[src/rtl/msrv32_dmem_pkg.sv]
// Shared types and constants for the RV32 data-memory AHB-Lite interface.
package msrv32_dmem_pkg;

    typedef enum logic [1:0] {
        IDLE  = 2'b00,
        ADDR  = 2'b01,
        DATA  = 2'b10,
        MISAL = 2'b11
    } dmem_state_e;

    localparam logic [1:0] HTRANS_IDLE   = 2'b00;
    localparam logic [1:0] HTRANS_NONSEQ = 2'b10;

    localparam logic [1:0] SIZE_BYTE = 2'b00;
    localparam logic [1:0] SIZE_HALF = 2'b01;
    localparam logic [1:0] SIZE_WORD = 2'b10;

    // Size code 11 is treated as a word access on the bus.
    function automatic logic [2:0] ahb_hsize(input logic [1:0] size);
        if (size == SIZE_BYTE || size == SIZE_HALF)
            return {1'b0, size};
        else
            return {1'b0, SIZE_WORD};
    endfunction

endpackage

[src/rtl/msrv32_store_lane_gen.sv]
// Store-data lane replication and alignment check for a data-memory request.
module msrv32_store_lane_gen
    import msrv32_dmem_pkg::*;
(
    input  logic [1:0]  size,
    input  logic [1:0]  addr_lsb,
    input  logic [31:0] wdata,
    output logic [31:0] lane_wdata,
    output logic        misaligned
);

    always_comb begin
        lane_wdata = wdata;
        misaligned = 1'b0;
        case (size)
            SIZE_BYTE: lane_wdata = {4{wdata[7:0]}};
            SIZE_HALF: begin
                lane_wdata = {2{wdata[15:0]}};
                misaligned = addr_lsb[0];
            end
            default:   misaligned = |addr_lsb;
        endcase
    end

endmodule

[src/rtl/msrv32_dmem_ahb_if.sv]
// Runs one load/store request as a single AHB-Lite transfer and returns the
// registered response, plus lane-extraction metadata, to the load unit.
module msrv32_dmem_ahb_if
    import msrv32_dmem_pkg::*;
(
    input  logic        ms_riscv32_mp_clk_in,
    input  logic        ms_riscv32_mp_rst_in,
    input  logic        req_valid_in,
    output logic        req_ready_out,
    input  logic        req_write_in,
    input  logic [31:0] req_addr_in,
    input  logic [1:0]  req_size_in,
    input  logic        req_unsigned_in,
    input  logic [31:0] req_wdata_in,
    output logic [31:0] ms_riscv32_mp_dmaddr_out,
    output logic [1:0]  ms_riscv32_mp_htrans_out,
    output logic        ms_riscv32_mp_hwrite_out,
    output logic [2:0]  ms_riscv32_mp_hsize_out,
    output logic [31:0] ms_riscv32_mp_dmwr_data_out,
    input  logic        ms_riscv32_mp_hready_in,
    input  logic        ms_riscv32_mp_hresp_in,
    input  logic [31:0] ms_riscv32_mp_dmdata_in,
    output logic        rsp_valid_out,
    output logic [31:0] ms_riscv32_mp_dmdata_out,
    output logic        ahb_resp_out,
    output logic        misaligned_out,
    output logic [1:0]  iadder_out_1_0_out,
    output logic [1:0]  load_size_out,
    output logic        load_unsigned_out,
    output logic        lsu_stall_out
);

    dmem_state_e state, next_state;

    logic [31:0] lane_wdata;
    logic        lane_misaligned;
    logic [1:0]  size_q;
    logic        unsigned_q;

    msrv32_store_lane_gen u_lane_gen (
        .size       (req_size_in),
        .addr_lsb   (req_addr_in[1:0]),
        .wdata      (req_wdata_in),
        .lane_wdata (lane_wdata),
        .misaligned (lane_misaligned)
    );

    assign req_ready_out = (state == IDLE);
    assign lsu_stall_out = (state != IDLE);

    always_ff @(posedge ms_riscv32_mp_clk_in) begin
        if (ms_riscv32_mp_rst_in)
            state <= IDLE;
        else
            state <= next_state;
    end

    always_comb begin
        next_state = state;
        case (state)
            IDLE:    if (req_valid_in) next_state = lane_misaligned ? MISAL : ADDR;
            ADDR:    if (ms_riscv32_mp_hready_in) next_state = DATA;
            DATA:    if (ms_riscv32_mp_hready_in) next_state = IDLE;
            MISAL:   next_state = IDLE;
            default: next_state = IDLE;
        endcase
    end

    // The bus address-phase registers double as the request record, so HADDR,
    // HWRITE and HSIZE stay stable through address-phase wait states.
    always_ff @(posedge ms_riscv32_mp_clk_in) begin
        if (ms_riscv32_mp_rst_in) begin
            ms_riscv32_mp_dmaddr_out    <= 32'd0;
            ms_riscv32_mp_htrans_out    <= HTRANS_IDLE;
            ms_riscv32_mp_hwrite_out    <= 1'b0;
            ms_riscv32_mp_hsize_out     <= 3'd0;
            ms_riscv32_mp_dmwr_data_out <= 32'd0;
            size_q                      <= 2'd0;
            unsigned_q                  <= 1'b0;
            rsp_valid_out               <= 1'b0;
            ms_riscv32_mp_dmdata_out    <= 32'd0;
            ahb_resp_out                <= 1'b0;
            misaligned_out              <= 1'b0;
            iadder_out_1_0_out          <= 2'd0;
            load_size_out               <= 2'd0;
            load_unsigned_out           <= 1'b0;
        end else begin
            rsp_valid_out <= 1'b0;
            case (state)
                IDLE: begin
                    if (req_valid_in) begin
                        ms_riscv32_mp_dmaddr_out    <= req_addr_in;
                        ms_riscv32_mp_hwrite_out    <= req_write_in;
                        ms_riscv32_mp_hsize_out     <= ahb_hsize(req_size_in);
                        ms_riscv32_mp_dmwr_data_out <= lane_wdata;
                        size_q                      <= req_size_in;
                        unsigned_q                  <= req_unsigned_in;
                        if (!lane_misaligned)
                            ms_riscv32_mp_htrans_out <= HTRANS_NONSEQ;
                    end
                end
                ADDR: begin
                    if (ms_riscv32_mp_hready_in)
                        ms_riscv32_mp_htrans_out <= HTRANS_IDLE;
                end
                DATA: begin
                    if (ms_riscv32_mp_hready_in) begin
                        rsp_valid_out      <= 1'b1;
                        ahb_resp_out       <= ms_riscv32_mp_hresp_in;
                        misaligned_out     <= 1'b0;
                        iadder_out_1_0_out <= ms_riscv32_mp_dmaddr_out[1:0];
                        load_size_out      <= size_q;
                        load_unsigned_out  <= unsigned_q;
                        if (!ms_riscv32_mp_hwrite_out)
                            ms_riscv32_mp_dmdata_out <= ms_riscv32_mp_dmdata_in;
                    end
                end
                MISAL: begin
                    rsp_valid_out      <= 1'b1;
                    ahb_resp_out       <= 1'b1;
                    misaligned_out     <= 1'b1;
                    iadder_out_1_0_out <= ms_riscv32_mp_dmaddr_out[1:0];
                    load_size_out      <= size_q;
                    load_unsigned_out  <= unsigned_q;
                end
                default: ;
            endcase
        end
    end

endmodule

[config.mk]
export PLATFORM = sky130hd
export DESIGN_NAME = msrv32_dmem_ahb_if
export DESIGN_NICKNAME = d
export VERILOG_FILES = /design/src/rtl/msrv32_dmem_pkg.sv /design/src/rtl/msrv32_store_lane_gen.sv /design/src/rtl/msrv32_dmem_ahb_if.sv
export SDC_FILE = /design/constraint.sdc
export NUM_CORES = 1
export LEC_CHECK = 0
export CAP_MARGIN = 20
export CORE_UTILIZATION = 43
export DETAILED_ROUTE_END_ITERATION = 6
export PLACE_DENSITY = 0.95
export SETUP_SLACK_MARGIN = 0.2
export SKIP_CTS_REPAIR_TIMING = 1
export SYNTH_ARGS = -nofsm -noshare
export SYNTH_HDL_FRONTEND = slang
export SYNTH_SLANG_ARGS = --single-unit
[constraint.sdc]
create_clock -name ms_riscv32_mp_clk_in -period 2 [get_ports ms_riscv32_mp_clk_in]
set_input_delay 0.6 -clock ms_riscv32_mp_clk_in [delete_from_list [all_inputs] [get_ports ms_riscv32_mp_clk_in]]
set_output_delay 0.6 -clock ms_riscv32_mp_clk_in [all_outputs]
set_load 0.02 [all_outputs]
==> qor.yml <==
final-max-slew-violation-count: 0
h-tree-depth: 4
gp_congestion: 0.9413
drcViolationCount: 0
critPathArrivalTime_ns: 1.28
start_util_pct: 44.20
fin_worst_skew_ns: 0.01232
cellLeakagePower_nw: 4.569
ys_warn_count: 0
pwr_density_cell_nw_per_um2: 890.5
drt_first_pass_iters: 4
antenna_cells: 0
die_x_um: 102.2
post-route-util_pct: 77.73
synth.most_common_cell: "nand2_1"
fmax_ghz: 0.5309
numCtsBuffers: 17
yosysTopAreaCellShare_pct: 52.36
reg2reg_from: "state[0]"
crit_slowest_cell: "dfxtp_2"
tritoncts: "built"
r2r-end: "ms_riscv32_mp_dmaddr_out[31]"
fin_ws_ns: 0.1163
avgSynthCellArea_um2: 8.183
whs_path_depth: 2
grt_max_degree: 49
finalNetCount: 856
worstPathCellList: "inv_2 > nand2_1 > inv_1 > dlymetal6s2s_1"
synth-seq-cells: 113
drv_cap: 0
antenna_found_initial: 0
ys_top_cells_by_count: "172 x nand2_1, 113 x dfxtp_1, 89 x a21oi_1, 26 x nor2_1, 21 x buf_2"
die_area_um2: 10450
hold_class: "reg2reg"
ir_drop_v: 0.0005292
path_class: "reg2out"
clk-insertion-delay-late_ns: 0.50
grt_pass1_vias: 4596
fin_crit_sh_pct: 94.18
synth-main-ff-cell: "dfxtp_1"
drive_gt1_share_pct: 10.99
core-area_um2: 9774
ys_seq_area_share_pct: 52.36
synth_cell_types: 27
wl_per_cell_um: 16.35
io_pins: 217
detailedPlace.worstSlack_ns: -0.1986
via_count: 4631
drtIter0Drc: 151
grt_pass1_wl_mm: 21.40
rows: 36
io_buffers: 214
gr-usage-all-layers_pct: 26.90
vias_per_cell: 5.163
synth_edf_count: 0
fillers: 604
netlist_instances: 528
min_to: "ms_riscv32_mp_hsize_out[1]"
synthArstFlopShare_pct: 0
clockBufferDepth: 2
setup_violations: 0
synth_top_area_cell: "dfxtp_1"
critPathCaptureType: "primary output"
rsz0062_at_grt: "yes"
worstPathMaxFanout: 4
placed_cell_area_um2: 6743
die_height_um: 102.2
hold_path_startpoint: "ms_riscv32_mp_hsize_out[1]"
startpoint_type: "flop"
cts.sinks: 113
postRouteAntennaNets: 0
r2r_slack_ns: 0.48
gr-total-overflow: 0
dp_hpwl_mm: 10.27
cp.required_ns: 1.40
hold_viol_final: 0
synth_area_leaders: "dfxtp_1 52%, nand2_1 15%, a21oi_1 10%, mux2i_1 3.0%, buf_2 2.4%"
clkTransAtPathRegs_ns: 0.06
wirelength_mm: 14.66
max_stage_delay_ns: 0.32
synthesis.area_um2: 4320
status: "complete, no violations"
fin_area_um2: 7597
rr_worst_depth: 5
syn_to_final_growth_pct: 75.85
fin_crit_ns: 1.884
ctsRootBufferMaster: "clkbuf_8"
-- flip-flops by register name (all words and copies together) (netlist names) --
register / count
ahb_resp_out: 1
iadder_out_1_0_out: 2
load_size_out: 2
load_unsigned_out: 1
misaligned_out: 1
ms_riscv32_mp_dmaddr_out: 32
ms_riscv32_mp_dmdata_out: 32
ms_riscv32_mp_dmwr_data_out: 32
ms_riscv32_mp_hsize_out: 2
ms_riscv32_mp_htrans_out: 1
ms_riscv32_mp_hwrite_out: 1
rsp_valid_out: 1
size_q: 2
state: 2
unsigned_q: 1
-- layout make-up --
cell class / count / area [um2] / area share [%]
Tap cell: 133 / 166.4 / 2.190
Clock inverter: 13 / 148.9 / 1.960
Clock buffer: 19 / 441.7 / 5.814
Timing Repair Buffer: 249 / 2740 / 36.07
Sequential cell: 113 / 2263 / 29.79
Multi-Input combinational cell: 367 / 1826 / 24.03
Inverter: 3 / 11.26 / 0.1482
-- layout by cell type (no fill, tap or decap), types with 6 or more instances in the layout --
cell	synthesis	final
a211oi_1	9	9
nand2b_1	8	8
clkdlybuf4s50_1	0	103
a21oi_1	89	89
nand2_1	172	172
a311oi_1	9	9
o21ai_0	10	10
mux2i_1	13	13
buf_12	0	6
nor2_1	26	26
dlymetal6s2s_1	0	108
mux2_2	7	7
clkbuf_16	0	16
dfxtp_1	113	112
buf_4	7	31
o211ai_1	7	7
-- worst max path at each step --
stage,endpoint,slack (ns),start
3_5_place_dp,size_q[1],-0.20,req_valid_in
5_1_grt,req_ready_out,0.03,state[0]
2_1_floorplan,ms_riscv32_mp_dmwr_data_out[15],0.47,req_size_in[0]
3_3_place_gp,size_q[1],-0.18,req_valid_in
4_1_cts,req_ready_out,-0.34,state[0]
6_report,req_ready_out,0.12,state[0]
-- report_power, final --
group | total, mW | switching (mW) | internal (mW)
Combinational | 1.31 | 0.673 | 0.635
Sequential | 2.49 | 0.0786 | 2.41
Clock | 2.97 | 1.11 | 1.86
-- per-layer routing --
metal	vias up	share of wire (%)	wire length [um]	global-route usage, %
met5	-	0	0	0
met1	2188	38	5546	28.66
met3	42	6.2	909	7.045
li1	2203	-	-	-
met4	0	3.7	547	17.36
met2	198	52	7658	47.13
-- critical path: cells and delay by family (launching register included) --
family | cells | cell delay, ns
AND/OR/NAND/NOR | 1 | 0.06
buffers and inverters | 3 | 0.41
flip-flops | 1 | 0.32
-- per-stage QoR --
stage / std cells / hold slack, ns / TNS [ns] / power, mW
2_1_floorplan: 529 / 0.4357 / 0 / 3.154
3_3_place_gp: 865 / 0.4402 / -7.850 / 3.814
3_5_place_dp: 865 / 0.4481 / -9.899 / 3.859
4_1_cts: 897 / 0.4532 / -7.970 / 6.835
5_1_grt: 897 / 0.4666 / 0 / 7.031
6_report: 897 / 0.4479 / 0 / 6.766
-- cell families after synthesis --
logic type | synth area share (%)
flops | 52.36
buf+inv | 5.473
compound gates | 16.77
simple gates | 20.47
mux | 4.836
other cells | 0.08680
No activity file was read; power rests on OpenSTA's default activity.
==> RTL change 1, RTL diff (same settings) <==
Reset style: asynchronous (`ms_riscv32_mp_rst_in`), changed in 2 clocked blocks.
--- a/src/rtl/msrv32_dmem_ahb_if.sv
+++ b/src/rtl/msrv32_dmem_ahb_if.sv
@@ -49,5 +49,5 @@
     assign lsu_stall_out = (state != IDLE);
 
-    always_ff @(posedge ms_riscv32_mp_clk_in) begin
+    always_ff @(posedge ms_riscv32_mp_clk_in or posedge ms_riscv32_mp_rst_in) begin
         if (ms_riscv32_mp_rst_in)
             state <= IDLE;
@@ -69,5 +69,5 @@
     // The bus address-phase registers double as the request record, so HADDR,
     // HWRITE and HSIZE stay stable through address-phase wait states.
-    always_ff @(posedge ms_riscv32_mp_clk_in) begin
+    always_ff @(posedge ms_riscv32_mp_clk_in or posedge ms_riscv32_mp_rst_in) begin
         if (ms_riscv32_mp_rst_in) begin
             ms_riscv32_mp_dmaddr_out    <= 32'd0;
Function: differs if ms_riscv32_mp_rst_in is asserted again (counterexample within 4 cycles, from zero or initial values and one cycle with ms_riscv32_mp_rst_in high); with ms_riscv32_mp_rst_in held inactive, the same outputs for 10 cycles.
==> RTL change 1 against the unedited design <==
- area after synthesis is 6.4% higher
- design area grew 4.6%
- setup slack got worse by 0.029 ns
- die area up 6.3%
- synthesized cell count is 39% lower
- critical path depth decreased by 2
- worst hold slack better by 0.029 ns
- fmax decreased by 1.5%
- wire length shrank 13%
- via count shrank 24%
- sequential cell count unchanged
- first-iteration DRC count is 6.6% lower
- largest cell class is now sequential cells
Power is not compared: it rests on default switching activity, and its combinational part moved more than twofold at a synthesized area within 25%.
==> RTL change 1: results (changes against the unedited design) <==
[status]
status = completed  ; unchanged

[clock_tree]
htreeDepth = 4  ; unchanged
cts_buffer_depth = 2  ; unchanged
cts_buffers = 17  ; unchanged
insertion_delay_ns = 0.50  ; about the same
cts-root-buf = clkbuf_8  ; unchanged

[pwr]
vdd_ir_drop_max_mv = 0.9962
swShare = 0.3536

[global_routing]
grt_use_met3 = 0.06803  ; was 0.07045
first_global_vias = 3932  ; was 4596
use_met2 = 0.4126  ; was 0.4713
antenna_found_initial = 0  ; unchanged
grt_max_degree = 66  ; was 49
use_met1 = 0.2549  ; was 0.2866
grt_pass1_wl_mm = 19.71  ; was 21.40 mm
overflow = 0  ; unchanged
grt_usage = 0.2317  ; was 0.2690

[cells_and_area]
nNetsFinal = 666  ; was 856
layout-drive-gt1-share = 0.2648  ; was 0.1099
num_antenna_cells = 0  ; unchanged
utilization = 0.7700  ; was 0.7773
n_fill_cell = 595  ; was 604
reg.largest.list = ms_riscv32_mp_dmaddr_out x32, ms_riscv32_mp_dmdata_out x32, ms_riscv32_mp_dmwr_data_out x32  ; unchanged

[detailed_routing]
wire_per_inst_um = 17.98  ; was 16.35 µm
vias_per_cell = 4.965  ; was 5.163
dr_wl_met3_um = 822  ; was 909 µm
firstDrtPassIters = 4  ; unchanged
antenna_left = 0  ; unchanged
top_layer_used = met4  ; unchanged
vias = 3525  ; was 4631
met2WireLength_mm = 6.958  ; was 7.658 mm
wl_met1_mm = 4.682  ; was 5.546 mm
first_iter_violations = 141  ; was 151

[logic_synthesis]
syn_avg_cell_area_um2 = 14.19  ; was 8.183 µm²
synth-xor-area-share = 0  ; unchanged
synthMuxAreaShare = 0.2801  ; was 0.04836
synth_fa_ha_area_frac = 0  ; unchanged
synth_area_leaders = dfrtp_1, mux2_2, mux2i_1  ; was dfxtp_1, nand2_1, a21oi_1
yosysUniqueCellTypes = 24  ; was 27
ys_seq_area_frac = 0.6151  ; was 0.5236
synth_top_cell_by_area = dfrtp_1  ; was dfxtp_1
yosysWarnings = 0  ; unchanged
synth_common_cells = dfrtp_1, mux2_2, o21ai_0  ; was nand2_1, dfxtp_1, a21oi_1
synthArstFlopShare = 1.000  ; was 0
synth_compound_area_frac = 0.04056  ; was 0.1677

[placement]
gp_congestion = 0.7855  ; was 0.9413
portBuffers = 214  ; unchanged
dp.final_hpwl_mm = 8.777  ; was 10.27 mm
place_area_um2 = 7073  ; was 6743 µm²
placedCellCount = 676  ; was 865
preCtsSetupSlack_ns = -0.1817  ; was -0.1986 ns

[setup_path]
crit_fanout = 3  ; was 4
r2r_slack_ns = 0.20  ; was 0.48 ns
critPathArrivalTime_ns = 1.31  ; was 1.28 ns

[timing]
skew_ns = 0.007017  ; was 0.01232 ns
fmax_mhz = 522.9  ; was 530.9 MHz
finalHoldWorstSlack_ns = 0.4773  ; was 0.4479 ns

[worst_hold_path]
hold_path_class = reg2reg  ; unchanged

## RTL change 1: critical path: stages, from the launching register on
cell and delay, ns:
dfrtp_1 0.39, nor2_2 0.17, dlymetal6s2s_1 0.24
## RTL change 1: final timing paths
check / cells after the start / from / endpoint
max: 2 / state[0]$_DFFE_PP0P_ / req_ready_out
min: 2 / ms_riscv32_mp_dmwr_data_out[16]$_DFFE_PP0P_ / ms_riscv32_mp_dmwr_data_out[16]$_DFFE_PP0P_
max reg2reg: 6 / state[0]$_DFFE_PP0P_ / ms_riscv32_mp_dmwr_data_out[13]$_DFFE_PP0P_
min reg2reg: 2 / ms_riscv32_mp_dmwr_data_out[16]$_DFFE_PP0P_ / ms_riscv32_mp_dmwr_data_out[16]$_DFFE_PP0P_
max in group asynchronous: 3 / ms_riscv32_mp_rst_in / ahb_resp_out$_DFFE_PP0P_
min in group asynchronous: 3 / ms_riscv32_mp_rst_in / ms_riscv32_mp_dmdata_out[19]$_DFFE_PP0P_
## RTL change 1: final cells by class
cell class / instances / area share
Clock inverter: 15 / 0.02330
Clock buffer: 17 / 0.05210
Tap cell: 136 / 0.02141
Inverter: 3 / 0.001889
Multi-Input combinational cell: 188 / 0.2082
Sequential cell: 113 / 0.3557
Timing Repair Buffer: 238 / 0.3373
## RTL change 1: cell families after synthesis
| group | Yosys count |
|---|---|
| other | 1 |
| AO/OA/AOI/OAI | 35 |
| AND/OR/NAND/NOR | 37 |
| multiplexers | 114 |
| flip-flops | 113 |
| buffers and inverters | 24 |
## RTL change 1: power by group through the flow
stage / registers, mW / clock network (mW) / logic (mW)
floorplan: 5.40 / 0 / 1.74
finish: 4.08 / 2.99 / 5.99
global route: 4.23 / 3.16 / 6.31
global placement: 4.04 / 0 / 6.01
CTS: 4.12 / 3.06 / 6.22
detailed placement: 4.11 / 0 / 6.19
==> RTL change 2, RTL diff (same settings) <==
Without the edit above. Re-encode `dmem_state_e` (4 states) as one-hot, 4 bits wide.
--- a/src/rtl/msrv32_dmem_pkg.sv
+++ b/src/rtl/msrv32_dmem_pkg.sv
@@ -2,9 +2,9 @@
 package msrv32_dmem_pkg;
 
-    typedef enum logic [1:0] {
-        IDLE  = 2'b00,
-        ADDR  = 2'b01,
-        DATA  = 2'b10,
-        MISAL = 2'b11
+    typedef enum logic [3:0] {
+        IDLE  = 4'b0001,
+        ADDR  = 4'b0010,
+        DATA  = 4'b0100,
+        MISAL = 4'b1000
     } dmem_state_e;
 
Behaviour: no difference found for any inputs over 4 cycles, from zero or initial values and one cycle with ms_riscv32_mp_rst_in high; so few cycles prove little.
==> RTL change 2 against the unedited design <==
- synthesized cell count is 7.6% higher
- wire length is 23% higher
- fmax decreased by 3.2%
- sequential cell count increased by 2
- first-iteration DRC count grew to 3.7 times the old value
- global-route usage increased by 0.95 points
- non-clock buffer count rose by 11
- design area grew 7.4%
- setup slack worse by 0.062 ns
- total power is 0.83% lower
- area after synthesis up 13%
- largest cell class unchanged
==> RTL change 2: results (changes against the unedited design) <==
[status]
status = completed  ; unchanged

[logic_synthesis]
yosysUniqueCellTypes = 36  ; was 27
synth_area_leaders = dfxtp_1, a21oi_1, nand3_1  ; was dfxtp_1, nand2_1, a21oi_1

[placement]
gp_congestion = 0.9271  ; was 0.9413
placedCellCount = 897  ; was 865
preCtsSetupSlack_ns = -0.2203  ; was -0.1986 ns
dp.final_hpwl_mm = 11.39  ; was 10.27 mm

[cells_and_area]
sh_seq_area = 0.2824  ; was 0.2979
layout-drive-gt1-share = 0.1256  ; was 0.1099
clkCellAreaFrac = 0.07083  ; was 0.07773

[detailed_routing]
vias_per_cell = 5.869  ; was 5.163
wl_mm = 17.97  ; was 14.66 mm
first_iter_violations = 563  ; was 151
wl_met1_mm = 6.742  ; was 5.546 mm

[setup_path]
ff2ff_path_depth = 4  ; was 5
regToRegStartpoint = state[3]$_SDFFE_PP0P_  ; was state[0]$_SDFFE_PP0P_

[global_routing]
use_met1 = 0.3114  ; was 0.2866
grt_use_met3 = 0.09343  ; was 0.07045
grt_max_degree = 68  ; was 49

[worst_hold_path]
holdPathEnd = load_size_out[1]$_SDFFE_PP0P_  ; was ms_riscv32_mp_hsize_out[1]$_SDFFE_PP0P_

[timing]
worst_slack_ns = 0.05392  ; was 0.1163 ns

[pwr]
p_leak_nw = 4.638  ; was 4.569 nW
p_int_mw = 4.878  ; was 4.905 mW
vdd_ir_drop_max_mv = 0.6273  ; was 0.5292 mV

[clock_tree]
insertion_delay_ns = 0.40  ; was 0.50 ns

[RTL change 2: cell types whose count changed after synthesis, sizes merged, moves of 3 or more]
cell and change:
a21oi +18, clkbuf +19, nand2 -164, nand2b +14, nand3 +77, nand3b +3
nor2 -20, nor4b +4, o2111ai +8, o211ai -6, o21ai +84
[RTL change 2: cell families (layout without fill, tap and decap cells)]
family,Yosys count,after routing,synth area share
compound gates,231,231,0.2576
flops,115,115,0.4725
buf+inv,71,296,0.07601
mux,21,21,0.04520
simple gates,129,131,0.1479
other cells,1,2,0.0007697
[RTL change 2: critical path, stage by stage, from the launching register on]
cell and delay (ns):
dfxtp_2 0.33, nor4b_4 0.28, buf_6 0.17, inv_4 0.04
buf_6 0.12
[RTL change 2: power by group through the flow]
stage          registers, mW  clock network [mW]  logic (mW)
2_1_floorplan           2.65                   0       0.500
3_3_place_gp            2.52                   0        1.19
3_5_place_dp            2.53                   0        1.23
4_1_cts                 2.48                2.96        1.24
5_1_grt                 2.49                3.10        1.36
6_report                2.48                2.94        1.29
